**config.mk**
```make
export PLATFORM = sky130hd
export DESIGN_NAME = tft_parallel_driver
export DESIGN_NICKNAME = d
export VERILOG_FILES = /design/src/rtl/tft_parallel_driver.sv
export SDC_FILE = /design/constraint.sdc
export NUM_CORES = 1
export LEC_CHECK = 0
export BUFFER_PORTS_ARGS = -buffer_cell sky130_fd_sc_hd__clkbuf_2
export CORE_MARGIN = 2
export CORE_UTILIZATION = 46
export CTS_CLUSTER_DIAMETER = 80
export CTS_CLUSTER_SIZE = 24
export DETAILED_ROUTE_END_ITERATION = 6
export RECOVER_POWER = 100
export SETUP_SLACK_MARGIN = 0.1
export SYNTH_ARGS = -nofsm -noshare
export SYNTH_HDL_FRONTEND = slang
export SYNTH_SLANG_ARGS = --single-unit
```
**constraint.sdc**
```tcl
create_clock -name clk_i -period 3.21 [get_ports clk_i]
set_clock_uncertainty 0.1 [all_clocks]
set_input_delay 0.642 -clock clk_i [delete_from_list [all_inputs] [get_ports clk_i]]
set_output_delay 0.642 -clock clk_i [all_outputs]
set_load 0.01 [all_outputs]
```
**src/rtl/tft_parallel_driver.sv**
```systemverilog
// ILI9341 8-bit 8080-style parallel bus controller.
// Takes care of the panel power-up reset, the controller init sequence and the
// full-screen (240x320) window setup. After that it turns one-cycle RGB565 pixel
// strobes into two WRX-strobed data bytes.
//
// Optional feature: define TFT_DROP_COUNT_EN to add the drop_cnt output. It counts
// pixel strobes that arrive while the bus is busy.
//
// Ports:
//   clk_i        system clock
//   rst_i        asynchronous, active-high reset
//   reset_cursor 1-cycle pulse: re-issue the window and restart the RAM write at (0,0)
//   pix_data     RGB565 pixel, sampled only in the pix_clk cycle
//   pix_clk      1-cycle pixel strobe, honoured only while busy == 0
//   busy         1 = strobes are ignored (init, window setup or byte in flight)
//   nreset       LCD RESX, active low
//   cmd_data     LCD D/CX: 0 = command byte, 1 = parameter/pixel byte
//   write_edge   LCD WRX; the panel latches dout on the rising edge
//   dout         LCD data bus
//   drop_cnt     saturating count of ignored strobes (TFT_DROP_COUNT_EN only)
module tft_parallel_driver #(
  parameter int unsigned CLK_HZ            = 16000000,
  parameter int unsigned RST_LOW_CYCLES    = 160,
  parameter int unsigned RST_WAIT_CYCLES   = 1920000,
  parameter int unsigned SLEEP_WAIT_CYCLES = 1920000,
  parameter int unsigned WR_LOW_CYCLES     = 1,
  parameter int unsigned WR_HIGH_CYCLES    = 1
) (
  input  logic        clk_i,
  input  logic        rst_i,
  input  logic        reset_cursor,
  input  logic [15:0] pix_data,
  input  logic        pix_clk,
  output logic        busy,
  output logic        nreset,
  output logic        cmd_data,
  output logic        write_edge,
  output logic [7:0]  dout
`ifdef TFT_DROP_COUNT_EN
  ,
  output logic [7:0]  drop_cnt
`endif
);

  localparam int unsigned CNT_W = 21;
  localparam int unsigned IDX_W = 5;

  // Combined ROM layout: entries 0..6 are init, 7..17 are the window setup
  localparam logic [IDX_W-1:0] SLPOUT_IDX = IDX_W'(1);
  localparam logic [IDX_W-1:0] WIN_FIRST  = IDX_W'(7);
  localparam logic [IDX_W-1:0] ROM_LAST   = IDX_W'(17);

  localparam logic [CNT_W-1:0] RST_LOW_LAST    = CNT_W'(RST_LOW_CYCLES - 1);
  localparam logic [CNT_W-1:0] RST_WAIT_LAST   = CNT_W'(RST_WAIT_CYCLES - 1);
  localparam logic [CNT_W-1:0] SLEEP_WAIT_LAST = CNT_W'(SLEEP_WAIT_CYCLES - 1);
  localparam logic [CNT_W-1:0] WR_LOW_LAST     = CNT_W'(WR_LOW_CYCLES - 1);
  localparam logic [CNT_W-1:0] WR_HIGH_LAST    = CNT_W'(WR_HIGH_CYCLES - 1);

  localparam logic [2:0] ST_RST_LOW    = 3'd0;
  localparam logic [2:0] ST_RST_WAIT   = 3'd1;
  localparam logic [2:0] ST_INIT       = 3'd2;
  localparam logic [2:0] ST_SLEEP_WAIT = 3'd3;
  localparam logic [2:0] ST_WINDOW     = 3'd4;
  localparam logic [2:0] ST_IDLE       = 3'd5;
  localparam logic [2:0] ST_PIXEL      = 3'd6;

  // Reject parameter sets the 21-bit counters or the byte sequencer cannot honour
  if (CLK_HZ == 0 || WR_LOW_CYCLES < 1 || WR_HIGH_CYCLES < 1 ||
      RST_LOW_CYCLES < 1 || RST_WAIT_CYCLES < 1 || SLEEP_WAIT_CYCLES < 1) begin : g_bad_zero
    $error("tft_parallel_driver: clock and cycle parameters must be >= 1");
  end
  if (RST_LOW_CYCLES > 2097151 || RST_WAIT_CYCLES > 2097151 ||
      SLEEP_WAIT_CYCLES > 2097151 || WR_LOW_CYCLES > 2097151 ||
      WR_HIGH_CYCLES > 2097151) begin : g_bad_range
    $error("tft_parallel_driver: cycle parameters exceed the 21-bit counters");
  end

  // ROM entry = {is_data, byte}
  function automatic logic [8:0] rom_entry(input logic [IDX_W-1:0] idx);
    logic [8:0] v;
    case (idx)
      5'd0:    v = {1'b0, 8'h01};  // SWRESET
      5'd1:    v = {1'b0, 8'h11};  // SLPOUT
      5'd2:    v = {1'b0, 8'h3A};  // COLMOD
      5'd3:    v = {1'b1, 8'h55};  // 16 bpp
      5'd4:    v = {1'b0, 8'h36};  // MADCTL
      5'd5:    v = {1'b1, 8'h48};
      5'd6:    v = {1'b0, 8'h29};  // DISPON
      5'd7:    v = {1'b0, 8'h2A};  // CASET 0..239
      5'd8:    v = {1'b1, 8'h00};
      5'd9:    v = {1'b1, 8'h00};
      5'd10:   v = {1'b1, 8'h00};
      5'd11:   v = {1'b1, 8'hEF};
      5'd12:   v = {1'b0, 8'h2B};  // PASET 0..319
      5'd13:   v = {1'b1, 8'h00};
      5'd14:   v = {1'b1, 8'h00};
      5'd15:   v = {1'b1, 8'h01};
      5'd16:   v = {1'b1, 8'h3F};
      5'd17:   v = {1'b0, 8'h2C};  // RAMWR
      default: v = 9'h000;
    endcase
    return v;
  endfunction

  logic [2:0]       r_state;
  logic [CNT_W-1:0] r_cnt;
  logic [IDX_W-1:0] r_idx;
  logic             r_in_byte;
  logic             r_pix_second;
  logic [7:0]       r_pix_lo;
  logic             r_pend;
  logic             r_busy;
  logic             r_nreset;
  logic             r_cmd_data;
  logic             r_write_edge;
  logic [7:0]       r_dout;

  logic [2:0]       w_state_nxt;
  logic [CNT_W-1:0] w_cnt_nxt;
  logic [IDX_W-1:0] w_idx_nxt;
  logic             w_in_byte_nxt;
  logic             w_pix_second_nxt;
  logic [7:0]       w_pix_lo_nxt;
  logic             w_pend_nxt;
  logic             w_nreset_nxt;
  logic             w_cmd_data_nxt;
  logic             w_write_edge_nxt;
  logic [7:0]       w_dout_nxt;
  logic             w_launch;
  logic [8:0]       w_launch_val;
  logic             w_pend;
  logic             w_byte_done;

  // Last high-phase cycle of the byte in flight; the next byte may launch right after it
  assign w_byte_done = r_in_byte && r_write_edge && (r_cnt == WR_HIGH_LAST);

  // A cursor request arriving mid-byte is held until the byte boundary
  assign w_pend = r_pend || (reset_cursor && (r_state == ST_WINDOW || r_state == ST_PIXEL));

  // Next-state and next-output logic
  always_comb begin
    w_state_nxt      = r_state;
    w_cnt_nxt        = r_cnt;
    w_idx_nxt        = r_idx;
    w_in_byte_nxt    = r_in_byte;
    w_pix_second_nxt = r_pix_second;
    w_pix_lo_nxt     = r_pix_lo;
    w_pend_nxt       = w_pend;
    w_nreset_nxt     = r_nreset;
    w_cmd_data_nxt   = r_cmd_data;
    w_write_edge_nxt = r_write_edge;
    w_dout_nxt       = r_dout;
    w_launch         = 1'b0;
    w_launch_val     = 9'h000;

    // Byte sub-sequencer: low phase, then high phase
    if (r_in_byte) begin
      if (!r_write_edge) begin
        if (r_cnt == WR_LOW_LAST) begin
          w_write_edge_nxt = 1'b1;
          w_cnt_nxt        = '0;
        end else begin
          w_cnt_nxt = r_cnt + CNT_W'(1);
        end
      end else if (!w_byte_done) begin
        w_cnt_nxt = r_cnt + CNT_W'(1);
      end
    end

    case (r_state)
      ST_RST_LOW: begin
        if (r_cnt == RST_LOW_LAST) begin
          w_state_nxt  = ST_RST_WAIT;
          w_cnt_nxt    = '0;
          w_nreset_nxt = 1'b1;
        end else begin
          w_cnt_nxt = r_cnt + CNT_W'(1);
        end
      end

      ST_RST_WAIT: begin
        if (r_cnt == RST_WAIT_LAST) begin
          w_state_nxt  = ST_INIT;
          w_idx_nxt    = '0;
          w_launch     = 1'b1;
          w_launch_val = rom_entry('0);
        end else begin
          w_cnt_nxt = r_cnt + CNT_W'(1);
        end
      end

      ST_INIT, ST_WINDOW: begin
        if (w_byte_done) begin
          if (r_idx == SLPOUT_IDX) begin
            w_state_nxt   = ST_SLEEP_WAIT;
            w_idx_nxt     = r_idx + IDX_W'(1);
            w_in_byte_nxt = 1'b0;
            w_cnt_nxt     = '0;
          end else if (r_state == ST_WINDOW && w_pend) begin
            w_idx_nxt    = WIN_FIRST;
            w_launch     = 1'b1;
            w_launch_val = rom_entry(WIN_FIRST);
            w_pend_nxt   = 1'b0;
          end else if (r_idx == ROM_LAST) begin
            w_state_nxt   = ST_IDLE;
            w_in_byte_nxt = 1'b0;
          end else begin
            w_idx_nxt    = r_idx + IDX_W'(1);
            w_launch     = 1'b1;
            w_launch_val = rom_entry(r_idx + IDX_W'(1));
            if (r_idx + IDX_W'(1) == WIN_FIRST) begin
              w_state_nxt = ST_WINDOW;
            end
          end
        end
      end

      ST_SLEEP_WAIT: begin
        if (r_cnt == SLEEP_WAIT_LAST) begin
          w_state_nxt  = ST_INIT;
          w_launch     = 1'b1;
          w_launch_val = rom_entry(r_idx);
        end else begin
          w_cnt_nxt = r_cnt + CNT_W'(1);
        end
      end

      ST_IDLE: begin
        // reset_cursor wins over a simultaneous pixel strobe
        if (reset_cursor) begin
          w_state_nxt  = ST_WINDOW;
          w_idx_nxt    = WIN_FIRST;
          w_launch     = 1'b1;
          w_launch_val = rom_entry(WIN_FIRST);
        end else if (pix_clk) begin
          w_state_nxt      = ST_PIXEL;
          w_launch         = 1'b1;
          w_launch_val     = {1'b1, pix_data[15:8]};
          w_pix_lo_nxt     = pix_data[7:0];
          w_pix_second_nxt = 1'b0;
        end
      end

      ST_PIXEL: begin
        if (w_byte_done) begin
          if (w_pend) begin
            w_state_nxt  = ST_WINDOW;
            w_idx_nxt    = WIN_FIRST;
            w_launch     = 1'b1;
            w_launch_val = rom_entry(WIN_FIRST);
            w_pend_nxt   = 1'b0;
          end else if (!r_pix_second) begin
            w_launch         = 1'b1;
            w_launch_val     = {1'b1, r_pix_lo};
            w_pix_second_nxt = 1'b1;
          end else begin
            w_state_nxt   = ST_IDLE;
            w_in_byte_nxt = 1'b0;
          end
        end
      end

      default: begin
        w_state_nxt      = ST_RST_LOW;
        w_cnt_nxt        = '0;
        w_in_byte_nxt    = 1'b0;
        w_pend_nxt       = 1'b0;
        w_nreset_nxt     = 1'b0;
        w_write_edge_nxt = 1'b1;
      end
    endcase

    // Start a new byte: drive bus and D/CX, drop WRX
    if (w_launch) begin
      w_dout_nxt       = w_launch_val[7:0];
      w_cmd_data_nxt   = w_launch_val[8];
      w_write_edge_nxt = 1'b0;
      w_cnt_nxt        = '0;
      w_in_byte_nxt    = 1'b1;
    end
  end

  // State and output registers
  always_ff @(posedge clk_i or posedge rst_i) begin
    if (rst_i) begin
      r_state      <= ST_RST_LOW;
      r_cnt        <= '0;
      r_idx        <= '0;
      r_in_byte    <= 1'b0;
      r_pix_second <= 1'b0;
      r_pix_lo     <= '0;
      r_pend       <= 1'b0;
      r_busy       <= 1'b1;
      r_nreset     <= 1'b0;
      r_cmd_data   <= 1'b0;
      r_write_edge <= 1'b1;
      r_dout       <= '0;
    end else begin
      r_state      <= w_state_nxt;
      r_cnt        <= w_cnt_nxt;
      r_idx        <= w_idx_nxt;
      r_in_byte    <= w_in_byte_nxt;
      r_pix_second <= w_pix_second_nxt;
      r_pix_lo     <= w_pix_lo_nxt;
      r_pend       <= w_pend_nxt;
      r_busy       <= (w_state_nxt != ST_IDLE);
      r_nreset     <= w_nreset_nxt;
      r_cmd_data   <= w_cmd_data_nxt;
      r_write_edge <= w_write_edge_nxt;
      r_dout       <= w_dout_nxt;
    end
  end

  assign busy       = r_busy;
  assign nreset     = r_nreset;
  assign cmd_data   = r_cmd_data;
  assign write_edge = r_write_edge;
  assign dout       = r_dout;

`ifdef TFT_DROP_COUNT_EN
  logic [7:0] r_drop_cnt;
  logic [7:0] w_drop_cnt_nxt;

  // Only strobes lost to window setup or pixel transfer are counted
  always_comb begin
    w_drop_cnt_nxt = r_drop_cnt;
    if (r_state == ST_IDLE && reset_cursor) begin
      w_drop_cnt_nxt = '0;
    end else if (pix_clk && r_busy && (r_state == ST_WINDOW || r_state == ST_PIXEL) &&
                 r_drop_cnt != 8'hFF) begin
      w_drop_cnt_nxt = r_drop_cnt + 8'd1;
    end
  end

  always_ff @(posedge clk_i or posedge rst_i) begin
    if (rst_i) begin
      r_drop_cnt <= '0;
    end else begin
      r_drop_cnt <= w_drop_cnt_nxt;
    end
  end

  assign drop_cnt = r_drop_cnt;
`endif

endmodule

```
**After elaboration in Yosys (flattened, before gate mapping)**

Memory sizes are Yosys's and may differ from the RTL's.
Index checks and enable logic that the tools add are counted.

- Register bits: 52
- Bits in read-only memories: 576
- Input bits: 20
- Output and inout bits: 12
- Logic and storage cells: 150
- Memories: 2

- $add $sub $neg: 2
- Equality and inequality tests: 30
- Multiplexer cells: 81
- Bitwise logic cells: 2
- Reduce and logical (&&, ||, !) cells: 21

Memories:

| memory | depth | bits a word | rd ports | clocked after Yosys merged registers in | write ports | line | source |
|---|---|---|---|---|---|---|---|
| (name not given) | 32 | 9 | 1 | 0 | 0 | 81 | `case (idx)` |
| (name not given) | 32 | 9 | 1 | 0 | 0 | 81 |  |

Operator list:

| operator | count |
|---|---|
| $mux W21 | 9 |
| $mux W9 | 10 |
| $pmux W21 S4 | 1 |
| $pmux W9 S5 | 1 |
| $mux W5 | 8 |
| $mux W3 | 12 |
| $mux W1 | 33 |
| $add A21 B1 Y21 const B | 1 |
| $eq A21 B21 Y1 const B | 1 |
| $eq A21 B8 Y1 const B | 1 |
| $logic_not A21 Y1 | 1 |
| $pmux W5 S4 | 1 |
| $ne A2 B2 Y1 const B | 9 |
| $ne A3 B3 Y1 const B | 5 |
| $pmux W3 S5 | 1 |
| $reduce_and A7 Y1 | 2 |
| $ne A4 B4 Y1 const B | 3 |
| $eq A3 B3 Y1 const B | 3 |
| $reduce_or A7 Y1 | 1 |
| $eq A3 B2 Y1 const B | 2 |
| $pmux W1 S3 | 2 |
| $reduce_or A2 Y1 | 3 |
| $reduce_or A6 Y1 | 1 |
| $add A5 B1 Y5 const B | 1 |
| other kinds (18) | 24 |

**Depth between registers and ports, before layout**

Gate-level depths: netlist (run 1).

- Word-level depth: 11
- Mapped depth: 10
- Mapped depth without buffers: 8

**Worst setup path after synthesis (run 1)**

OpenSTA, ideal clock, no wires.

- Kind: reg2reg
- From: reg r_idx[1]
- To: reg r_cnt[5]
- Library setup time: 0.088 ns
- Data arrival time: 2.551 ns
- Required time: 3.022 ns
- Path slack: 0.471 ns
- Cell stages (with the launch flop): 9
- Path buffers: 0
- Clock period less this slack: 2.739 ns
- Path through: dfrtp_1 -> inv_1 -> ha_1 -> nor4b_1 -> nor4_1 -> o311ai_1 -> o21ai_2 -> or4bb_1 -> o211ai_1

- Word-level cells in the longest chain between the ends: 7
- Elaborated cells on any way between the ends: 11
- Those cells by class: 2 x eq/ne; 9 x mux

RTL lines:

| what | line | source |
|---|---|---|
| start, declared | 107 | `logic [IDX_W-1:0] r_idx;` |
| start signal, assigned | 301 | `r_idx <= w_idx_nxt;` |
| $eq A5 B5 Y1 | 204 | `end else if (r_idx == ROM_LAST) begin` |
| $mux W1 | 204 |  |
| $mux W1 | 199 | `end else if (r_state == ST_WINDOW && w_pend) begin` |
| $mux W1 | 194 | `if (r_idx == SLPOUT_IDX) begin` |
| $mux W1 | 193 | `if (w_byte_done) begin` |
| $pmux W1 S4 | 170 | `case (r_state)` |
| $mux W21 * | 274 | `if (w_launch) begin` |
| via w_cnt_nxt[5] | 119 | `logic [CNT_W-1:0] w_cnt_nxt;` |
| end signal, assigned | 300 | `r_cnt <= w_cnt_nxt;` |
| end, declared | 106 | `logic [CNT_W-1:0] r_cnt;` |

Mark *: on every way through the listed nets, which the timed path passes. The rest lies on a longest branch.
A chain may end at the register's enable or synchronous reset.

**Worst setup path after layout (run 1)**

- From: reg r_cnt[12]
- To: reg r_cnt[3]

- Word-level cells in the longest chain between the ends: 9
- Elaborated cells on any way between the ends: 18
- Those cells by class: 2 x eq/ne; 14 x mux; 2 x reduce/logical

RTL lines:

| what | line | source |
|---|---|---|
| $logic_not A21 Y1 | 135, 159 |  |
| $logic_and A1 B1 Y1 | 135 | `assign w_byte_done = r_in_byte && r_write_edge && (r_cnt == WR_HIGH_LAST);` |
| $mux W21 | 165 | `end else if (!w_byte_done) begin` |
| $mux W21 | 158 | `if (!r_write_edge) begin` |
| $mux W21 | 157 | `if (r_in_byte) begin` |
| $mux W21 | 194 |  |
| $mux W21 | 193 |  |
| $pmux W21 S4 | 170 |  |
| $mux W21 * | 274 |  |
| via w_cnt_nxt[3] | 119 |  |

Marks and branches as above.

==> summary.md, run 1 <==
| Metric | Value |
|---|---|
| Design Area, Final | `0.00451 mm^2` |
| Top fanout value on the critical path | `10` |
| Clock latency on the worst-skew pair | `~0.32 ns` |
| IO Port Bufs | `31` |
| Vias in the first global route | `4091` |
| Peak VDD IR | `about 0.00017 V` |
| Max Clk Rate | `342 MHz` |
| Clock tree sinks | `52` |
| Detail Placement HPWL | `between 9 and 10 mm` |
| R2R depth | `7` |
| Pin count of the biggest net entering global routing | `23` |
| Class of the tightest hold or removal check | `in2async` |
| Yosys warnings | `0` |
| Power density over the cells | `between 200 and 300 mW/mm^2` |
| Worst EP arrival | `just over 3 ns` |
| Register bit total from synthesis | `52` |
| Type of destination of the critical path | `flop` |
| Count of hold buffers inserted by post-cts repair | `0` |
| Largest area contributor in the synthesized netlist | `dfrtp_1` |
| Cts bufs inserted | `5` |
| Final antenna diode count | `0` |
| Ordered cell list for the critical path | `or4_4, or3_4, or3_1, o21a_1, buf_4, nand3_1, o221ai_1` |
| DR pass1 iterations | `7` |
| Post-synthesis instance area | `approximately 0.0041 mm^2` |
| Count of boundary I/O pins | `32` |
| Slew Viols, Final | `0` |
| Post-synth ARST share | `between 90% and 100%` |
| Type of element launching the critical path | `flop` |
| Total number of placement rows | `34` |
| Initial drt markers | `~320` |
| Final critical-path required period | `2.93 ns` |
| Most instantiated cells after synthesis | `dfrtp_1 (50), nor2_1 (48), nand2_1 (47)` |
| Die area | `around 0.0097 mm^2` |
| Root cell of the clock tree | `clkbuf_8` |
| Result of the run | `finished with violations` |
| Number of synthesized flops with an enable pin | `0` |
| GRT Util Overall | `a little over a quarter` |
| Setup Total Neg Slack | `0 ns` |
| Worst path buffer plus inverter count | `1` |
| Count of unresolved DRC violations after routing | `2` |
| Average detailed-routed wire length per instance | `between 15 and 20 um` |
| Layout cells sized above 1 | `14.7%` |
| Total Nets Final | `around 580` |
| Initial Utilization | `between 40% and 50%` |
| Final worst-path cycle share | `between 90% and 100%` |
| Maximum buffer depth of the clock tree | `2` |
| Vias per inst | `slightly above 6` |
| Critical path depth | `7` |
| Routed Antenna Nets | `0` |
| Number of library cell types mapped by synthesis | `75` |
| WS Path Type | `reg2reg` |
| DIE HEIGHT | `approximately 100 um` |
| Post-synthesis instance total | `503` |
| Total core area | `0.00868 mm^2` |
| Setup repair after global routing missed its margin | `no` |
| Average cell area after synthesis | `8.13 um^2` |
| Cell with the biggest individual delay on the critical path | `or4_4` |
| Die extent in x | `~98 um` |
| Global-route wire length before repair | `~21 mm` |
| Initial antenna violation count | `0` |
| Dominant delay contributor by cell family on the critical path | `simple AND/OR/NAND/NOR gates` |
| Critical Path RT | `3.30 ns` |
| Max-cap violations | `0` |
| Final count of hold timing violations | `0` |
| Count of filler cells inserted in the layout | `871` |
| Proportion of synthesized chip area in sequential cells | `about a third` |
| Final setup viols | `0` |
| Total placed instance area | `0.00447 mm^2` |
| Layout overhead on the synthesized area | `10.4%` |
| Relative slew margins | `12.6%` |
| Transition at the pin with the smallest max-transition slack | `approximately 1.3 ns` |
| Global-route congestion overflow total | `0` |
| Placer congestion estimate | `0.952` |
| Multi-input gate area | `around 0.0025 mm^2` |
| Final core utilization | `between 50 and 60%` |
| Top cells by area, synth | `dfrtp_1 (31%), nor2_1 (4.4%), nand2_1 (4.3%), o21ai_0 (4.3%), ha_1 (3.7%)` |
| Cell with the most instances after synthesis | `dfrtp_1` |
| Net count of the mapped netlist | `around 540` |
| Most used DFF post-synth | `dfrtp_1` |
| Total wire length after detailed routing | `~12 mm` |
| Standby leakage power | `1.82 nW` |
| Clock transition at path regs | `between 0.1 and 0.15 ns` |
| CTS tree | `done` |
| Share of the synthesized area in the top cell type | `between 30 and 40%` |
| Largest stage delay on the critical path | `0.61 ns` |
| FF/Latch Area | `approximately 0.0013 mm^2` |
| H-Tree Depth | `2` |
| Vias | `approximately 4000` |
| Violated checks | `design-rule violations` |
[final cells by class]
class | instances | share of cell area, %
Clock buffer | 6 | 1.61
Clock inverter | 2 | 0.305
Timing Repair Buffer | 61 | 7.65
Inverter | 26 | 2.16
Multi-Input combinational cell | 397 | 56.4
Tap cell | 108 | 3.00
Sequential cell | 52 | 28.9
[cells by family (layout without fill, tap and decap cells)]
group | after synthesis | after routing | synth area share (%)
DFF | 52 | 52 | 31.9
adders and majority gates | 12 | 12 | 3.67
buffers and inverters | 54 | 95 | 5.72
xor gates and xnor gates | 8 | 8 | 1.71
muxes | 12 | 12 | 3.21
AOI/OAI and AO/OA | 156 | 156 | 26.0
and+or+nand+nor | 209 | 209 | 27.8
[through the flow]
stage               std cells  worst slack (ns)  hold WS, ns  total power [mW]
finish                    652             0.283        0.210              1.14
global route              652            0.0920        0.257              1.19
CTS                       652             0.315        0.143              1.16
detailed placement        644             0.359        0.400             0.761
global placement          644             0.390        0.389             0.761
floorplan                 503             0.471        0.381             0.725
[worst paths after layout]
| path | from | to | slack [ns] |
|---|---|---|---|
| hold reg to reg | nreset$_DFFE_PP0P_ | nreset$_DFFE_PP0P_ | 0.42 |
| setup / recovery | r_cnt[12]$_DFF_PP0_ | r_cnt[3]$_DFF_PP0_ | 0.28 |
| hold / removal | rst_i | r_in_byte$_DFFE_PP0P_ | 0.21 |
| setup reg to reg | r_cnt[12]$_DFF_PP0_ | r_cnt[3]$_DFF_PP0_ | 0.28 |
| min in group clk_i | nreset$_DFFE_PP0P_ | nreset$_DFFE_PP0P_ | 0.42 |
| max in group asynchronous | rst_i | r_idx[3]$_DFFE_PP0P_ | 1.21 |
[report_power, final]
| part | switching (mW) | leakage [nW] | internal, mW |
|---|---|---|---|
| clock | 0.246 | 0.0456 | 0.157 |
| sequential | 0.00974 | 0.637 | 0.668 |
| combinational | 0.0399 | 1.14 | 0.0242 |
[what timing repair did]
item | 4_1_cts | 5_1_grt
resized for setup | 0 | 1
buffers inserted | 0 | 0
setup endpoints to repair | 0 | 2
[worst register-to-register path: stages, from the launching register on]
cell	delay (ns)
dfrtp_1	0.45
or4_4	0.62
or3_4	0.41
or3_1	0.37
o21a_1	0.33
buf_4	0.23
nand3_1	0.14
o221ai_1	0.14
[flip-flops by register name, summed over array words and instances, names as in the netlist, 3 cells and up]
signal	flops
r_state	3
r_idx	5
dout	8
r_cnt	21
r_pix_lo	8
[layer usage]
metal	part of all wire, %	global-route usage (%)
met5	0	0
met4	3.4	10.9
met3	4.4	3.87
met2	51	47.7
met1	41	31.6
[cell usage in the layout (no fill, tap or decap), drive strengths merged, types with 4 or more instances in the layout]
cell and n:
ha 12, xnor2 6, nor4 12, o31ai 4, nand4 17, inv 26, o21ai 38, a221oi 4
nand2 49, or3 7, nor2b 5, buf 24, dfrtp 50, mux2 9, a211oi 10, a21o 4
o22ai 5, nand3 25, o221ai 4, nor3 19, a31oi 14, a21oi 29, clkbuf 43, o211ai 15
nand2b 6, nor2 48
Power figures use the tool's default switching activity.
==> run 2: changes to the inputs <==
--- a/config.mk
+++ b/config.mk
@@ -5,6 +5,7 @@
 export SDC_FILE = /design/constraint.sdc
 export NUM_CORES = 1
 export LEC_CHECK = 0
+export ABC_AREA = 1
 export BUFFER_PORTS_ARGS = -buffer_cell sky130_fd_sc_hd__clkbuf_2
 export CORE_MARGIN = 2
 export CORE_UTILIZATION = 46
==> run 2 against run 1 <==
  * The flow now finishes without violations
  * Worst hold slack better by 0.034 ns
  * Cell count up 44%
  * Core utilization fell by 2.3 points
  * Sequential power shrank 2%
  * Combinational power is 43% lower
  * Largest cell class unchanged
==> summary.md, run 2 <==
| Metric | Value |
|---|---|
| Standby leakage power | `roughly 2.5 nW` |
| Total core area | `about 0.010 mm^2` |
| FF/Latch Area | `0.00130 mm^2` |
| Global-route congestion overflow total | `0` |
| Number of flip-flops under the largest register name | `21` |
| Initial Utilization | `between 40% and 50%` |
| Clock tree sinks | `52` |
| DIE HEIGHT | `106 um` |
| Top cells by area, synth | `dfrtp_1 (26%), nand2_1 (18%), nand3_1 (9.6%), nor2_1 (6.9%), inv_1 (6.3%)` |
| Pin count of the biggest net entering global routing | `23` |
| GRT Util Overall | `between 20 and 30%` |
| Design Area, Final | `between 0.005 and 0.006 mm^2` |
| Result of the run | `complete, no violations` |
| Transition at the pin with the smallest max-transition slack | `~1.3 ns` |
| Clock transition at path regs | `approximately 0.12 ns` |
| Worst Setup EP | `r_cnt[9]$_DFF_PP0_` |
| Part of the power in the clock network | `~37%` |
| Final count of hold timing violations | `0` |
| Yosys warnings | `0` |
| Count of unresolved DRC violations after routing | `0` |
| Total Nets Final | `between 800 and 900` |
| Cell with the most instances after synthesis | `nand2_1` |
| Cts bufs inserted | `5` |
| Final setup viols | `0` |
| Most used DFF post-synth | `dfrtp_1` |
| Setup repair after global routing missed its margin | `no` |
| Initial antenna violation count | `0` |
| Peak VDD IR | `between 0.0001 and 0.00015 V` |
| Number of library cell types mapped by synthesis | `45` |
| Max-cap violations | `0` |
| Reg2reg end | `r_cnt[9]$_DFF_PP0_` |
| Setup Total Neg Slack | `0 ns` |
| Post-synth ARST share | `100%` |
| Max Clk Rate | `about 350 MHz` |
| Relative slew margins | `a little over an eighth` |
| Proportion of synthesized chip area in sequential cells | `27.1%` |
| Post-CTS setup buffer count | `0` |
| Final core utilization | `just under 50%` |
| WS Path Type | `reg2reg` |
| Worst reg2reg path startpoint | `r_idx[1]$_DFFE_PP0P_` |
| Share of the synthesized area in the top cell type | `a little over a quarter` |
| Top register by number of flip-flops | `r_cnt` |
| CTS tree | `done` |
| Die extent in x | `106 um` |
| Initial drt markers | `a little under 300` |
| Number of synthesized flops with an enable pin | `0` |
| Combinational fraction of design power | `about 3.3%` |
| Type of element launching the critical path | `flop` |
| Register bit total from synthesis | `52` |
| Switching part of the total | `~26%` |
| Worst Slack Setup Final | `a little under 0.4 ns` |
| Clock latency on the worst-skew pair | `around 0.33 ns` |
| Largest area contributor in the synthesized netlist | `dfrtp_1` |
| Worst EP arrival | `~3.0 ns` |
| Root cell of the clock tree | `clkbuf_8` |
| Vias in the first global route | `5145` |
| Detail Placement HPWL | `between 10 and 15 mm` |
| Average cell area after synthesis | `6.18 um^2` |
| Total number of placement rows | `37` |
| Slew Viols, Final | `0` |
| Internal reg-to-reg setup slack | `a little under 0.4 ns` |
| Seq pwr share | `59.5%` |
| Net count of the mapped netlist | `809` |
| Final antenna diode count | `0` |
| Power Internal | `about 0.83 mW` |
| Vias per inst | `between 5 and 6` |
| Post-synthesis instance area | `0.00480 mm^2` |
| Type of destination of the critical path | `flop` |
| IO Port Bufs | `31` |
| Count of filler cells inserted in the layout | `approximately 1100` |
| Class of the tightest hold or removal check | `in2async` |
| Layout cells sized above 1 | `9.35%` |
| Total placed instance area | `around 0.0050 mm^2` |
| Placer congestion estimate | `0.943` |
| Final critical-path required period | `~2.8 ns` |
| Top fanout value on the critical path | `19` |
| Average detailed-routed wire length per instance | `16.0 um` |
| Multi-input gate area | `roughly 0.0030 mm^2` |
| Maximum buffer depth of the clock tree | `2` |
| DR pass1 iterations | `5` |
| Highest-count cells in the layout ignoring fill and taps | `nand2_1 (236), nor2_1 (93), nand3_1 (93)` |
| Layout overhead on the synthesized area | `5.89%` |
| Global-route wire length before repair | `roughly 25 mm` |
| Leading cell type in the layout, fill and taps excluded | `nand2_1` |
| CTS resizes | `0` |
| Final worst-path cycle share | `a little under 90%` |
| Switching Power | `approximately 0.29 mW` |
| Power density over the cells | `219 mW/mm^2` |
| Vias | `a little over 5000` |
| Routed Antenna Nets | `0` |
| R2R depth | `12` |
| Worst setup timing slack at the placement stage | `0.594 ns` |
| Total wire length after detailed routing | `roughly 15 mm` |
| Worst setup startpoint | `r_idx[1]$_DFFE_PP0P_` |
| Die area | `~0.011 mm^2` |
| Most instantiated cells after synthesis | `nand2_1 (233), nand3_1 (92), nor2_1 (88)` |
| Count of hold buffers inserted by post-cts repair | `0` |
| H-Tree Depth | `2` |
| Count of boundary I/O pins | `32` |
| Post-synthesis instance total | `roughly 800` |
| Critical Path RT | `~3.4 ns` |
-- run 2: cell count changes in the layout (fill, tap and decap cells not counted), sizes merged, moves of 9 or more --
| cell | before | now |
|---|---|---|
| nand2 | 49 | 247 |
| nand3 | 25 | 96 |
| inv | 26 | 90 |
| nor2 | 48 | 104 |
| buf | 24 | 4 |
| o21ai | 38 | 55 |
| a31oi | 14 | 1 |
| nor4 | 12 | 1 |
| a211oi | 10 | 1 |
| mux2 | 9 | 0 |
| o211ai | 15 | 6 |
-- run 2: worst min-delay path by stage --
| stage | from | endpoint | depth (start not counted) |
|---|---|---|---|
| after floorplan | r_pix_lo[5]$_DFFE_PP0P_ | r_pix_lo[5]$_DFFE_PP0P_ | 2 |
| after global routing | rst_i | r_cnt[8]$_DFF_PP0_ | 2 |
| after global placement | r_pix_lo[5]$_DFFE_PP0P_ | r_pix_lo[5]$_DFFE_PP0P_ | 2 |
| after detailed placement | r_pix_lo[5]$_DFFE_PP0P_ | r_pix_lo[5]$_DFFE_PP0P_ | 2 |
| after CTS | rst_i | r_cnt[8]$_DFF_PP0_ | 2 |
| final | rst_i | r_cnt[18]$_DFF_PP0_ | 2 |
-- run 2: area by class of cell --
cell class	instances	share of cell area, %
Inverter	91	6.74
Timing Repair Buffer	37	3.52
Clock inverter	3	0.418
Multi-Input combinational cell	614	59.0
Tap cell	136	3.34
Clock buffer	5	1.35
Sequential cell	52	25.6
-- run 2: critical path, cell delays in order, from the launching register on --
cell and delay [ns]:
dfrtp_1 0.53, inv_1 0.22, ha_1 0.25, nand2_1 0.18, nor2_1 0.31, nand2_2 0.09, nand2_1 0.08, nand2_1 0.08
nand3_4 0.15, nand2_8 0.14, nor2_1 0.44, nand2_1 0.12, inv_1 0.07
-- run 2: power by group through the flow --
stage / Sequential [mW] / Clock, mW / Combinational [mW]
2_1_floorplan: 0.675 / 0 / 0.0163
3_3_place_gp: 0.675 / 0 / 0.0382
3_5_place_dp: 0.675 / 0 / 0.0391
4_1_cts: 0.663 / 0.423 / 0.0391
5_1_grt: 0.663 / 0.449 / 0.0417
6_report: 0.663 / 0.414 / 0.0364
-- run 2: through the flow --
| step | std cells | hold WS (ns) | power [mW] |
|---|---|---|---|
| final | 938 | 0.244 | 1.11 |
| after global routing | 938 | 0.285 | 1.15 |
| after CTS | 938 | 0.146 | 1.13 |
| after detailed placement | 930 | 0.378 | 0.715 |
| after global placement | 930 | 0.371 | 0.714 |
| after floorplan | 777 | 0.344 | 0.691 |
-- run 2: cell families after synthesis --
kind of cell | count (synthesis) | synth area share (%)
buffers and inverters | 111 | 9.77
AOI/OAI and AO/OA | 100 | 11.3
DFF | 52 | 27.1
adders and majority gates | 12 | 3.12
xor gates and xnor gates | 8 | 1.46
and+or+nand+nor | 494 | 47.2
-- run 2: layer usage --
metal | vias to the layer above | GRT usage [%] | routed length [um] | share of wire, %
li1 | 2564 | - | - | -
met1 | 2406 | 33.3 | 6280 | 42
met2 | 175 | 49.3 | 7570 | 50
met3 | 33 | 3.62 | 755 | 5.0
met4 | 0 | 12.0 | 440 | 2.9
met5 | - | 0 | 0 | 0
==> run 3: changes to the inputs <==
--- a/config.mk
+++ b/config.mk
@@ -10,7 +10,6 @@
 export CORE_MARGIN = 2
 export CORE_UTILIZATION = 46
 export CTS_CLUSTER_DIAMETER = 80
-export CTS_CLUSTER_SIZE = 24
 export DETAILED_ROUTE_END_ITERATION = 6
 export RECOVER_POWER = 100
 export SETUP_SLACK_MARGIN = 0.1
==> constraint.sdc (replaced) <==
create_clock -name clk_i -period 3.5 [get_ports clk_i]
set_clock_uncertainty 0.1 [all_clocks]
set_input_delay 0.7 -clock clk_i [delete_from_list [all_inputs] [get_ports clk_i]]
set_output_delay 0.7 -clock clk_i [all_outputs]
set_load 0.01 [all_outputs]
==> run 3 against run 2 <==
  * Count of clock-buffer cells in the layout is the same
  * Power shrank 8.3%
  * Sequential share of layout area grew 0.13 points
  * Cell count shrank 0.32%
  * Sequential power fell by 8.3%
  * Die area unchanged
  * Global-route usage decreased by 0.061 points
  * Non-clock buffer count shrank 3
  * Register-to-register slack better by 0.34 ns
==> summary.md, run 3 (same netlist as run 2, synthesis figures left out) <==
| Metric | Value |
|---|---|
| Maximum buffer depth of the clock tree | `2` |
| Clock latency on the worst-skew pair | `between 0.3 and 0.4 ns` |
| Die area | `between 0.01 and 0.015 mm^2` |
| Total Nets Final | `slightly above 800` |
| Total number of placement rows | `37` |
| IO Port Bufs | `31` |
| Critical Path RT | `around 3.7 ns` |
| Final setup viols | `0` |
| Final count of hold timing violations | `0` |
| Vias per inst | `5.61` |
| Pin count of the biggest net entering global routing | `39` |
| Global-route congestion overflow total | `0` |
| Dominant cell type by count on the critical path | `nand2_1` |
| FF/Latch Area | `between 0.001 and 0.0015 mm^2` |
| Largest stage delay on the critical path | `between 0.5 and 0.6 ns` |
| Post-CTS setup buffer count | `0` |
| Count of hold buffers inserted by post-cts repair | `0` |
| DR pass1 iterations | `5` |
| Final antenna diode count | `0` |
| Ordered cell list for the critical path | `inv_1, ha_1, nand2_1, nor2_1, inv_1, nand2_1, inv_1, nand2_1, nand2_1, nand3_4, nand2_8, inv_1, nand2_1, nand3_1` |
| Final critical-path required period | `around 2.8 ns` |
| Initial antenna violation count | `0` |
| Count of boundary I/O pins | `32` |
| CTS resizes | `0` |
| Peak VDD IR | `between 0.0001 and 0.00015 V` |
| Type of destination of the critical path | `flop` |
| Average detailed-routed wire length per instance | `about 16 um` |
| Routed Antenna Nets | `0` |
| Top register by number of flip-flops | `r_cnt` |
| Clock tree sinks | `52` |
| Cts bufs inserted | `5` |
| Type of element launching the critical path | `flop` |
| Count of filler cells inserted in the layout | `1090` |
| Total core area | `0.0102 mm^2` |
| Slew Viols, Final | `0` |
| Multi-input gate area | `approximately 0.0030 mm^2` |
| Result of the run | `complete, no violations` |
| Setup Total Neg Slack | `0 ns` |
| Combinational fraction of design power | `under 10%` |
| WS Path Type | `reg2reg` |
| R2R depth | `14` |
| Placer congestion estimate | `1.01` |
| Highest-count cells in the layout ignoring fill and taps | `nand2_1 (236), nor2_1 (92), nand3_1 (92)` |
| Worst setup timing slack at the placement stage | `a little over 0.9 ns` |
| Class of the tightest hold or removal check | `in2async` |
| Total wire length after detailed routing | `approximately 15 mm` |
| Top fanout value on the critical path | `19` |
| Power density over the cells | `202 mW/mm^2` |
| Vias | `roughly 5200` |
| Switching part of the total | `about a quarter` |
| H-Tree Depth | `2` |
| Final worst-path cycle share | `between 70% and 80%` |
| Max-cap violations | `0` |
| CTS tree | `done` |
| Clock transition at path regs | `0.11 ns` |
| Root cell of the clock tree | `clkbuf_8` |
| Part of the power in the clock network | `between 30 and 40%` |
| Max Clk Rate | `around 360 MHz` |
| Layout cells sized above 1 | `between 9 and 10%` |
| Switching Power | `roughly 0.26 mW` |
| Detail Placement HPWL | `11.6 mm` |
| Number of flip-flops under the largest register name | `21` |
| Overall power | `about 1.0 mW` |
| Seq pwr share | `between 50% and 60%` |
| Relative slew margins | `between 30% and 40%` |
| DIE HEIGHT | `between 100 and 150 um` |
| Vias in the first global route | `approximately 5000` |
| Initial drt markers | `roughly 320` |
| Setup repair after global routing missed its margin | `no` |
| Cell with the biggest individual delay on the critical path | `dfrtp_1` |
| Power Internal | `roughly 0.76 mW` |
| Initial Utilization | `47.0%` |
| GRT Util Overall | `approximately 28%` |
| Layout overhead on the synthesized area | `5.36%` |
| Standby leakage power | `2.53 nW` |
| Worst Slack Setup Final | `~0.72 ns` |
| Leading cell type in the layout, fill and taps excluded | `nand2_1` |
| Worst EP arrival | `just under 3 ns` |
| Global-route wire length before repair | `approximately 25 mm` |
| Die extent in x | `about 110 um` |
| Count of unresolved DRC violations after routing | `0` |
| Transition at the pin with the smallest max-transition slack | `between 1 and 1.5 ns` |
## run 3: layout make-up
class	count	share of cell area, %
multi-input combinational	614	59.1
inverter	91	6.77
timing repair buffer	34	3.19
clock inverter	3	0.420
clock buffer	5	1.36
sequential	52	25.8
tap	136	3.36
## run 3: final timing paths
path | start | endpoint | slack [ns]
max | r_idx[1]$_DFFE_PP0P_ | dout[2]$_DFFE_PP0N_ | 0.72
max reg2reg | r_idx[1]$_DFFE_PP0P_ | dout[2]$_DFFE_PP0N_ | 0.72
max in group asynchronous | rst_i | r_idx[4]$_DFFE_PP0P_ | 1.58
min | rst_i | r_cnt[11]$_DFF_PP0_ | 0.31
min in group clk_i | r_pix_lo[5]$_DFFE_PP0P_ | r_pix_lo[5]$_DFFE_PP0P_ | 0.39
min reg2reg | r_pix_lo[5]$_DFFE_PP0P_ | r_pix_lo[5]$_DFFE_PP0P_ | 0.39
## run 3: per-layer routing
layer	vias to the layer above	share of wire (%)	GRT usage [%]
li1	2553	-	-
met1	2481	42	34.9
met2	177	50	49.0
met3	34	4.8	2.82
met4	0	2.8	9.30
met5	-	0	0
## run 3: worst max-delay path, delay by kind of cell, from the launching register on
kind                     cells  cell delay (ns)
AND/OR/NAND/NOR              9             1.14
buffers and inverters        4             0.69
flip-flops                   1             0.52
adder cells (fa/ha/maj)      1             0.26
## run 3: power by group through the flow
stage / sequential (mW) / combinational (mW) / clock (mW)
after global routing: 0.608 / 0.0387 / 0.408
after detailed placement: 0.619 / 0.0351 / 0
final: 0.608 / 0.0334 / 0.380
after CTS: 0.608 / 0.0350 / 0.385
after floorplan: 0.619 / 0.0149 / 0
after global placement: 0.619 / 0.0342 / 0
## run 3: stage by stage
step / hold WS, ns / instances / area, um^2 / util (%)
finish: 0.311 / 935 / 5060 / 49.5
global route: 0.362 / 935 / 5060 / 49.5
CTS: 0.219 / 935 / 5120 / 50.0
detailed placement: 0.362 / 927 / 5030 / 49.1
global placement: 0.368 / 927 / 5030 / 49.1
floorplan: 0.344 / 777 / 4800 / -
